===== src/rtl/divider_pkg.sv =====
// Shared definitions for the sequential restoring divider: FSM encoding,
// lookahead group size and the step-counter width helper.
package divider_pkg;

    typedef enum logic [1:0] {
        IDLE = 2'd0,
        RUN  = 2'd1,
        DONE = 2'd2
    } state_t;

    localparam int unsigned LA_GROUP = 4;

    // Smallest r with 2**r >= value; sizes the counter for clog2(WIDTH+1).
    function automatic int unsigned clog2(input int unsigned value);
        int unsigned r = 0;
        while ((64'd1 << r) < 64'(value)) r++;
        return r;
    endfunction

endpackage


===== src/rtl/seq_restoring_divider_if.sv =====
// Request/result bundle of the sequential restoring divider.
interface seq_restoring_divider_if #(
    parameter int unsigned WIDTH = 8
);
    logic             start;
    logic [WIDTH-1:0] dividend;
    logic [WIDTH-1:0] divisor;
    logic             busy;
    logic             done;
    logic [WIDTH-1:0] quotient;
    logic [WIDTH-1:0] remainder;
    logic             div_by_zero;

    modport master (
        output start, dividend, divisor,
        input  busy, done, quotient, remainder, div_by_zero
    );

    modport slave (
        input  start, dividend, divisor,
        output busy, done, quotient, remainder, div_by_zero
    );
endinterface


===== src/rtl/borrow_lookahead_subtractor.sv =====
// diff = a - b - bin with borrow lookahead inside 4-bit groups, group borrows rippled.
module borrow_lookahead_subtractor
    import divider_pkg::*;
#(
    parameter int unsigned N = 9
) (
    input  logic [N-1:0] a,
    input  logic [N-1:0] b,
    input  logic         bin,
    output logic [N-1:0] diff,
    output logic         bout
);
    localparam int unsigned NG = (N + LA_GROUP - 1) / LA_GROUP;
    localparam int unsigned IW = (N > 1) ? $clog2(N) : 1;

    logic [N-1:0] g;
    logic [N-1:0] p;

    assign g = ~a & b;
    assign p = ~(a ^ b);

    // Each bit's borrow is a sum of products of its group's g/p and the group borrow-in.
    always_comb begin
        logic carry;
        logic prev;
        logic pp;
        logic term;
        int   base;
        diff  = '0;
        carry = bin;
        prev  = 1'b0;
        pp    = 1'b0;
        term  = 1'b0;
        base  = 0;
        for (int grp = 0; grp < int'(NG); grp++) begin
            base = grp * int'(LA_GROUP);
            prev = carry;
            for (int j = 0; j < int'(LA_GROUP); j++) begin
                if (base + j < int'(N)) begin
                    term = 1'b0;
                    pp   = 1'b1;
                    for (int k = j; k >= 0; k--) begin
                        term = term | (g[IW'(base + k)] & pp);
                        pp   = pp & p[IW'(base + k)];
                    end
                    term = term | (carry & pp);
                    diff[IW'(base + j)] = a[IW'(base + j)] ^ b[IW'(base + j)] ^ prev;
                    prev = term;
                end
            end
            carry = prev;
        end
        bout = carry;
    end

endmodule


===== src/rtl/seq_restoring_divider.sv =====
// Iterative unsigned restoring divider, one quotient bit per clock.
// Define DIVIDER_DBZ_EN to short-circuit zero divisors and report div_by_zero.
module seq_restoring_divider
    import divider_pkg::*;
#(
    parameter int unsigned WIDTH = 8
) (
    input  logic                  clk,
    input  logic                  rst,
    seq_restoring_divider_if.slave bus
);
    localparam int unsigned CW = clog2(WIDTH + 1);
    localparam int unsigned AW = WIDTH + 1;

    state_t           state, state_n;
    logic [CW-1:0]    cnt, cnt_n;
    logic [AW-1:0]    acc, acc_n;
    logic [WIDTH-1:0] work, work_n;
    logic [WIDTH-1:0] dvs, dvs_n;
    logic [WIDTH-1:0] quot, quot_n;
    logic [WIDTH-1:0] rem, rem_n;
    logic             busy, busy_n;
    logic             done, done_n;
`ifdef DIVIDER_DBZ_EN
    logic             dbz, dbz_n;
`endif

    logic [AW-1:0]    shifted_c;
    logic [AW-1:0]    trial_c;
    logic             borrow_c;

    // Partial remainder shifted left with the next dividend bit from the work register.
    assign shifted_c = AW'({acc, work[WIDTH-1]});

    borrow_lookahead_subtractor #(.N(AW)) u_sub (
        .a    (shifted_c),
        .b    ({1'b0, dvs}),
        .bin  (1'b0),
        .diff (trial_c),
        .bout (borrow_c)
    );

    always_comb begin
        state_n = state;
        cnt_n   = cnt;
        acc_n   = acc;
        work_n  = work;
        dvs_n   = dvs;
        quot_n  = quot;
        rem_n   = rem;
        busy_n  = 1'b0;
        done_n  = 1'b0;
`ifdef DIVIDER_DBZ_EN
        dbz_n   = dbz;
`endif
        case (state)
            IDLE, DONE: begin
                if (bus.start) begin
                    dvs_n  = bus.divisor;
                    work_n = bus.dividend;
                    acc_n  = '0;
                    cnt_n  = CW'(WIDTH);
`ifdef DIVIDER_DBZ_EN
                    dbz_n  = (bus.divisor == '0);
                    if (bus.divisor == '0) begin
                        state_n = DONE;
                        done_n  = 1'b1;
                        quot_n  = '1;
                        rem_n   = bus.dividend;
                    end else begin
                        state_n = RUN;
                        busy_n  = 1'b1;
                    end
`else
                    state_n = RUN;
                    busy_n  = 1'b1;
`endif
                end else if (state == DONE) begin
                    state_n = IDLE;
                end
            end
            RUN: begin
                acc_n  = borrow_c ? shifted_c : trial_c;
                work_n = {work[WIDTH-2:0], ~borrow_c};
                cnt_n  = cnt - CW'(1);
                if (cnt == CW'(1)) begin
                    state_n = DONE;
                    done_n  = 1'b1;
                    quot_n  = work_n;
                    rem_n   = acc_n[WIDTH-1:0];
                end else begin
                    busy_n  = 1'b1;
                end
            end
            default: state_n = IDLE;
        endcase
    end

    always_ff @(posedge clk) begin
        if (rst) begin
            state <= IDLE;
            cnt   <= '0;
            acc   <= '0;
            work  <= '0;
            dvs   <= '0;
            quot  <= '0;
            rem   <= '0;
            busy  <= 1'b0;
            done  <= 1'b0;
`ifdef DIVIDER_DBZ_EN
            dbz   <= 1'b0;
`endif
        end else begin
            state <= state_n;
            cnt   <= cnt_n;
            acc   <= acc_n;
            work  <= work_n;
            dvs   <= dvs_n;
            quot  <= quot_n;
            rem   <= rem_n;
            busy  <= busy_n;
            done  <= done_n;
`ifdef DIVIDER_DBZ_EN
            dbz   <= dbz_n;
`endif
        end
    end

    assign bus.busy      = busy;
    assign bus.done      = done;
    assign bus.quotient  = quot;
    assign bus.remainder = rem;
`ifdef DIVIDER_DBZ_EN
    assign bus.div_by_zero = dbz;
`else
    assign bus.div_by_zero = 1'b0;
`endif

endmodule


===== src/flat_wrapper.sv =====
// flat-port wrapper written by rule: the top's interface ports become plain ports
module seq_restoring_divider_flat import divider_pkg::*;
#(
    parameter int unsigned WIDTH = 8
)
  (clk, rst, bus_start, bus_dividend, bus_divisor, bus_busy, bus_done, bus_quotient, bus_remainder, bus_div_by_zero);
  seq_restoring_divider_if #(.WIDTH(WIDTH)) bus_i ();
  input  logic clk;
  input  logic rst;
  input wire logic [$bits(bus_i.start)-1:0] bus_start;
  input wire logic [$bits(bus_i.dividend)-1:0] bus_dividend;
  input wire logic [$bits(bus_i.divisor)-1:0] bus_divisor;
  output wire logic [$bits(bus_i.busy)-1:0] bus_busy;
  output wire logic [$bits(bus_i.done)-1:0] bus_done;
  output wire logic [$bits(bus_i.quotient)-1:0] bus_quotient;
  output wire logic [$bits(bus_i.remainder)-1:0] bus_remainder;
  output wire logic [$bits(bus_i.div_by_zero)-1:0] bus_div_by_zero;
  assign bus_i.start = bus_start;
  assign bus_i.dividend = bus_dividend;
  assign bus_i.divisor = bus_divisor;
  assign bus_busy = bus_i.busy;
  assign bus_done = bus_i.done;
  assign bus_quotient = bus_i.quotient;
  assign bus_remainder = bus_i.remainder;
  assign bus_div_by_zero = bus_i.div_by_zero;
  seq_restoring_divider #(.WIDTH(WIDTH)) u_core (.clk(clk), .rst(rst), .bus(bus_i));
endmodule

===== config.mk =====
export PLATFORM = sky130hd
export DESIGN_NAME = seq_restoring_divider_flat
export DESIGN_NICKNAME = d
export VERILOG_FILES = /design/src/rtl/divider_pkg.sv /design/src/rtl/seq_restoring_divider_if.sv /design/src/rtl/borrow_lookahead_subtractor.sv /design/src/rtl/seq_restoring_divider.sv /design/src/flat_wrapper.sv
export SDC_FILE = /design/constraint.sdc
export NUM_CORES = 1
export LEC_CHECK = 0
export BUFFER_PORTS_ARGS = -buffer_cell sky130_fd_sc_hd__buf_2
export CORE_ASPECT_RATIO = 0.75
export CORE_UTILIZATION = 40
export DETAILED_ROUTE_END_ITERATION = 16
export PLACE_DENSITY = 0.61
export SKIP_CTS_REPAIR_TIMING = 1
export SLEW_MARGIN = 0
export SYNTH_ARGS = -nofsm -noshare
export SYNTH_HDL_FRONTEND = slang
export SYNTH_SLANG_ARGS = --single-unit

===== constraint.sdc =====
create_clock -name clk -period 2.3 [get_ports clk]
set_input_delay 0.23 -clock clk [delete_from_list [all_inputs] [get_ports clk]]
set_output_delay 0.23 -clock clk [all_outputs]
set_load 0.01 [all_outputs]

==> results of run 1 <==
-- per-layer routing --
layer	vias up	part of all wire [%]
met1	764	54
met5	-	0
met4	0	0.43
met3	2	4.0
li1	864	-
met2	30	41
-- worst paths after layout --
check	from	endpoint	slack, ns	cells after the start
worst max-delay path	u_core.acc[1]	u_core.acc[4]	0.23	7
worst min-delay path	bus_divisor[2]	u_core.dvs[2]	0.17	3
worst max register to register	u_core.acc[1]	u_core.acc[4]	0.23	7
worst min register to register	u_core.bus.quotient[4]	u_core.bus.quotient[4]	0.45	2
-- through the flow --
| stage | power, mW | cells | setup WS, ns | instance area, um2 |
|---|---|---|---|---|
| final | 1.68 | 330 | 0.233 | 2310 |
| after global routing | 1.78 | 330 | 0.159 | 2310 |
| after CTS | 1.70 | 330 | 0.258 | 2310 |
| after detailed placement | 1.19 | 322 | 0.275 | 2220 |
| after global placement | 1.19 | 322 | 0.306 | 2220 |
| after floorplan | 1.11 | 240 | 0.395 | 1990 |
-- critical path: cells and delay by family, from the launching register on --
family	cells	cell delay [ns]
adder cells (fa/ha/maj)	2	0.82
buffers and inverters	1	0.04
AO/OA/AOI/OAI	3	0.70
flip-flops	1	0.33
AND/OR/NAND/NOR	1	0.05
-- layout make-up --
type                            instances  share of cell area (%)
Sequential cell                        46                    39.9
Multi-Input combinational cell        166                    41.4
Tap cell                               57                    3.09
Clock inverter                          1                   0.217
Clock buffer                            7                    3.74
Timing Repair Buffer                   42                    9.86
Inverter                               11                    1.79
-- power by group through the flow --
stage               logic, mW  clock network (mW)  registers (mW)
finish                  0.303               0.505           0.876
global route            0.345               0.556           0.884
CTS                     0.303               0.520           0.876
detailed placement      0.301                   0           0.894
global placement        0.298                   0           0.894
floorplan               0.221                   0           0.891
-- registers in the layout, summed over array words and instances, names as in the netlist --
name / count
u_core.bus.done: 1
u_core.dvs: 8
u_core.acc: 7
u_core.cnt: 4
u_core.bus.busy: 1
u_core.state: 2
u_core.work: 8
u_core.bus.quotient: 7
u_core.bus.remainder: 8
-- synthesized netlist by cell type (all sizes together) --
library cell and n:
a211oi 4, a21o 2, a21oi 28, a22oi 3
a311oi 10, a41o 1, buf 6, clkbuf 11
conb 1, dfxtp 46, fa 2, ha 9
inv 11, nand2 51, nand2b 2, nor2 31
nor2b 3, nor3 1, nor3b 1, nor4 1
o211ai 1, o2bb2ai 1, o31ai 1, o32ai 2
or2 1, or3 1, or3b 1, or4 1
xnor2 5, xor2 1
-- cells in the final DEF (no fill, tap or decap), drive strengths merged, types with 3 or more instances in the layout --
cell type,Yosys,routed
a211oi,4,4
a21oi,28,28
a22oi,3,3
a311oi,10,10
buf,6,42
clkbuf,11,7
dfxtp,46,46
ha,9,9
inv,11,11
nand2,51,51
nor2,31,31
nor2b,3,3
xnor2,5,5
-- cell families after synthesis --
kind of cell	synth area share (%)
xor gates and xnor gates	2.64
other	0.188
buffers and inverters	5.79
AOI/OAI and AO/OA	17.8
and+or+nand+nor	19.6
DFF	46.3
adders and majority gates	7.67
==> metrics.yaml, run 1 <==
first_global_vias: 1585
swShare_pct: 28.0
power.internal_mw: 1.21
worstSetupPathType: "reg2reg"
drc: 0
finalWeightedCongestion: 0.841
grt.total_usage_pct: 17.4
cts_sinks: 46
core_um2: 4620
powerDensity_nw_per_um2: 729
synth.avg_cell_area_um2: 8.32
start_util_pct: 43.0
cts_buffer_depth: 2
worstPathRequired_ns: 2.46
cts_made_buffers: 5
cts.clk_slew.worst_paths_ns: 0.08
root_buffer: "clkbuf_8"
fp.dieH_um: 63.1
period_share_pct: 89.9
start_kind: "register"
synth_top_cell_by_area: "dfxtp_1"
final_hold_viol_count: 0
hold_slack_ns: 0.167
power_frac_comb_pct: 18.0
clock_power_share_pct: 30.0
timing.critical_path.fanout_max: 5
grt_use_met3_pct: 4.59
ant_nets: 0
multi_input_area_um2: 957
synthTopCellsByArea: "dfxtp_1 (46%), nand2_1 (9.6%), a21oi_1 (7.0%), nor2_1 (5.8%), ha_1 (5.7%)"
yosys.area.top_type_share_pct: 46.3
synth_seq_cells: 46
status: "finished clean"
first_pass_iters: 4
arrival_ns: 2.22
slew_headroom_pct: 56.9
grt_use_met1_pct: 24.2
grt_overflow: 0
skew_ns: 0.00788
num_rows: 21
syn_inst: 239
irDropWorstVdd_v: 0.000368
hp-class: "in2reg"
routed-via-count: 1660
use_met2_pct: 26.7
p_leak_nw: 0.969
dr.first_iter.drc_count: 78
slowest_stage: "fa_1"
antenna_found_initial: 0
final_core_util_pct: 49.9
area_growth_pct: 16.1
seq_area_frac_synth_pct: 46.3
cp-end-kind: "register"
cts_tree: "yes"
ys.warnings.count: 0
port_buffers: 35
fin_tns_setup_ns: 0
switching_power_uw: 471
max_freq_mhz: 484
diodes: 0
busiest_layer: "met2"
routed_wl_mm: 4.19
fillerInstances: 469
worst_slew_pin_slew_ns: 0.644
rsz0062_at_grt: "no"
insertion_delay_ns: 0.29
fin_nets: 302
design.die.area_um2: 5260
grt_pass1_wl_mm: 7.33
crit_chain: "inv_1, ha_1, a41o_1, a21oi_1, fa_1, a22oi_1, nor2_1"
drt-wirelength-per-cell_um: 12.7
drive_gt1_share_pct: 19.8
syn-cell-area_um2: 1990
dp_hpwl_mm: 2.95
setup_violations: 0
avgViaCountPerCell: 5.03
synth_cell_type_count: 34
die_w_um: 83.4
slew_viol_final: 0
max_cap_viol_count: 0
grt_max_degree: 33
num_io_pins: 38
period_minus_slack_ns: 2.07
h-tree-depth: 2
power_frac_seq_pct: 52.0
regArea_um2: 921
slowest_delay_ns: 0.49
No activity file was read; power rests on OpenSTA's default activity.
==> run 2: changes to the inputs <==
--- a/config.mk
+++ b/config.mk
@@ -9,9 +9,10 @@
 export CORE_ASPECT_RATIO = 0.75
 export CORE_UTILIZATION = 40
 export DETAILED_ROUTE_END_ITERATION = 16
-export PLACE_DENSITY = 0.61
+export PLACE_DENSITY = 0.6
 export SKIP_CTS_REPAIR_TIMING = 1
 export SLEW_MARGIN = 0
 export SYNTH_ARGS = -nofsm -noshare
 export SYNTH_HDL_FRONTEND = slang
+export SYNTH_HIERARCHICAL = 1
 export SYNTH_SLANG_ARGS = --single-unit
==> metrics.yaml, run 2 <==
status: "finished clean"
area_growth_pct: 15.3
layout_commonest_cell: "dfxtp_1"
synth.avg_cell_area_um2: 9.53
final_cell_mix: "dfxtp_1 (46), buf_2 (36), a21oi_1 (22)"
p_leak_nw: 1.12
routed_wl_mm: 4.47
antenna_found_initial: 0
avgViaCountPerCell: 4.85
design.die.area_um2: 5830
grt_pass1_wl_mm: 7.29
irDropWorstVdd_v: 0.000337
first_global_vias: 1462
fin_area_um2: 2550
syn_inst: 232
cp-end-kind: "register"
hold_path_depth: 3
num_io_pins: 38
place_area_um2: 2420
period_share_pct: 96.1
fin_tns_setup_ns: 0
dp_hpwl_mm: 3.11
root_buffer: "clkbuf_8"
grt_max_degree: 32
worstSetupPathType: "reg2reg"
grt_overflow: 0
cts_tree: "yes"
grt.total_usage_pct: 16.7
arrival_ns: 2.41
start_util_pct: 41.5
routed-via-count: 1664
fp.dieH_um: 66.4
ys.warnings.count: 6
cts_made_buffers: 5
cts.clk_slew.worst_paths_ns: 0.09
period_minus_slack_ns: 2.21
finalWeightedCongestion: 0.821
drive_gt1_share_pct: 28.4
drt-wirelength-per-cell_um: 13.0
core_um2: 5320
first_pass_iters: 4
setup_violations: 0
rsz0062_at_grt: "no"
r2r_cells: 10
drc: 0
worstPathRequired_ns: 2.50
insertion_delay_ns: 0.30
cts_sinks: 47
worst_slew_pin_slew_ns: 0.672
slew_viol_final: 0
h-tree-depth: 2
cts_buffer_depth: 2
timing.critical_path.fanout_max: 3
max_cap_viol_count: 0
die_w_um: 87.8
start_kind: "register"
ant_nets: 0
final_hold_viol_count: 0
num_rows: 23
max_freq_mhz: 452
dr.first_iter.drc_count: 83
diodes: 0
fin_nets: 297
syn-cell-area_um2: 2210
skew_ns: 0.0119
slew_headroom_pct: 55.2
hp-class: "in2reg"
powerDensity_nw_per_um2: 730
port_buffers: 36
## run 2: cell types whose count changed in the layout (fill, tap and decap cells not counted), sizes merged, moves of 5 or more
cell     previous run  this run
a21oi              28        23
o2bb2ai             1         9
nand3               0        12
nor2               31        10
a311oi             10         0
mux2i               0         8
o21ba               0         8
a22o                0         7
nand2              51        18
and3                0         8
## run 2: per-stage QoR
stage                     power (mW)  std cells  worst slack (ns)  hold WS (ns)  util [%]
after floorplan                 1.17        234             0.184         0.366         -
after global placement          1.24        333             0.120         0.441      45.4
after detailed placement        1.25        333            0.0662         0.443      45.4
after CTS                       1.87        341            0.0185         0.160      47.6
after global routing            1.96        343            0.0105         0.160      47.9
final                           1.86        343            0.0896         0.166      47.9
## run 2: cell type report
class,count,area [um2]
inverters,15,56.3
fillers,538,2780
repair buffers,43,233
flip-flops and latches,47,942
well taps,75,93.8
clock buffers,5,68.8
multi-input cells,155,1110
clock inverters,3,47.5
## run 2: worst paths after layout
check / startpoint / end / slack (ns)
worst max-delay path: u_core/acc[1] / u_core/acc[4] / 0.09
worst min-delay path: bus_divisor[1] / u_core/dvs[1] / 0.17
worst max register to register: u_core/acc[1] / u_core/acc[4] / 0.09
worst min register to register: u_core/dvs[5] / u_core/dvs[5] / 0.46
## run 2: per-layer routing
| layer | routed length [um] | share of wire (%) | global-route usage, % |
|---|---|---|---|
| met1 | 2470 | 55 | 24.8 |
| met2 | 1780 | 40 | 23.2 |
| met3 | 168 | 3.8 | 4.62 |
| met4 | 47 | 1.1 | 4.30 |
| met5 | 0 | 0 | 0 |
## run 2: worst max-delay path, cell delays in order (launching register included)
cell and delay [ns]:
dfxtp_2 0.35, inv_1 0.05, ha_1 0.32, a21o_1 0.20, a21oi_2 0.16, nand2_2 0.09, fa_1 0.48, inv_1 0.04
mux2i_1 0.16, nor2_1 0.06, o21ba_2 0.21
## run 2: power by group
| part | internal [mW] | leakage (nW) | switching, mW |
|---|---|---|---|
| logic | 0.164 | 0.676 | 0.188 |
| registers | 0.854 | 0.384 | 0.0321 |
| clock network | 0.330 | 0.0587 | 0.292 |
| total | 1.35 | 1.12 | 0.512 |
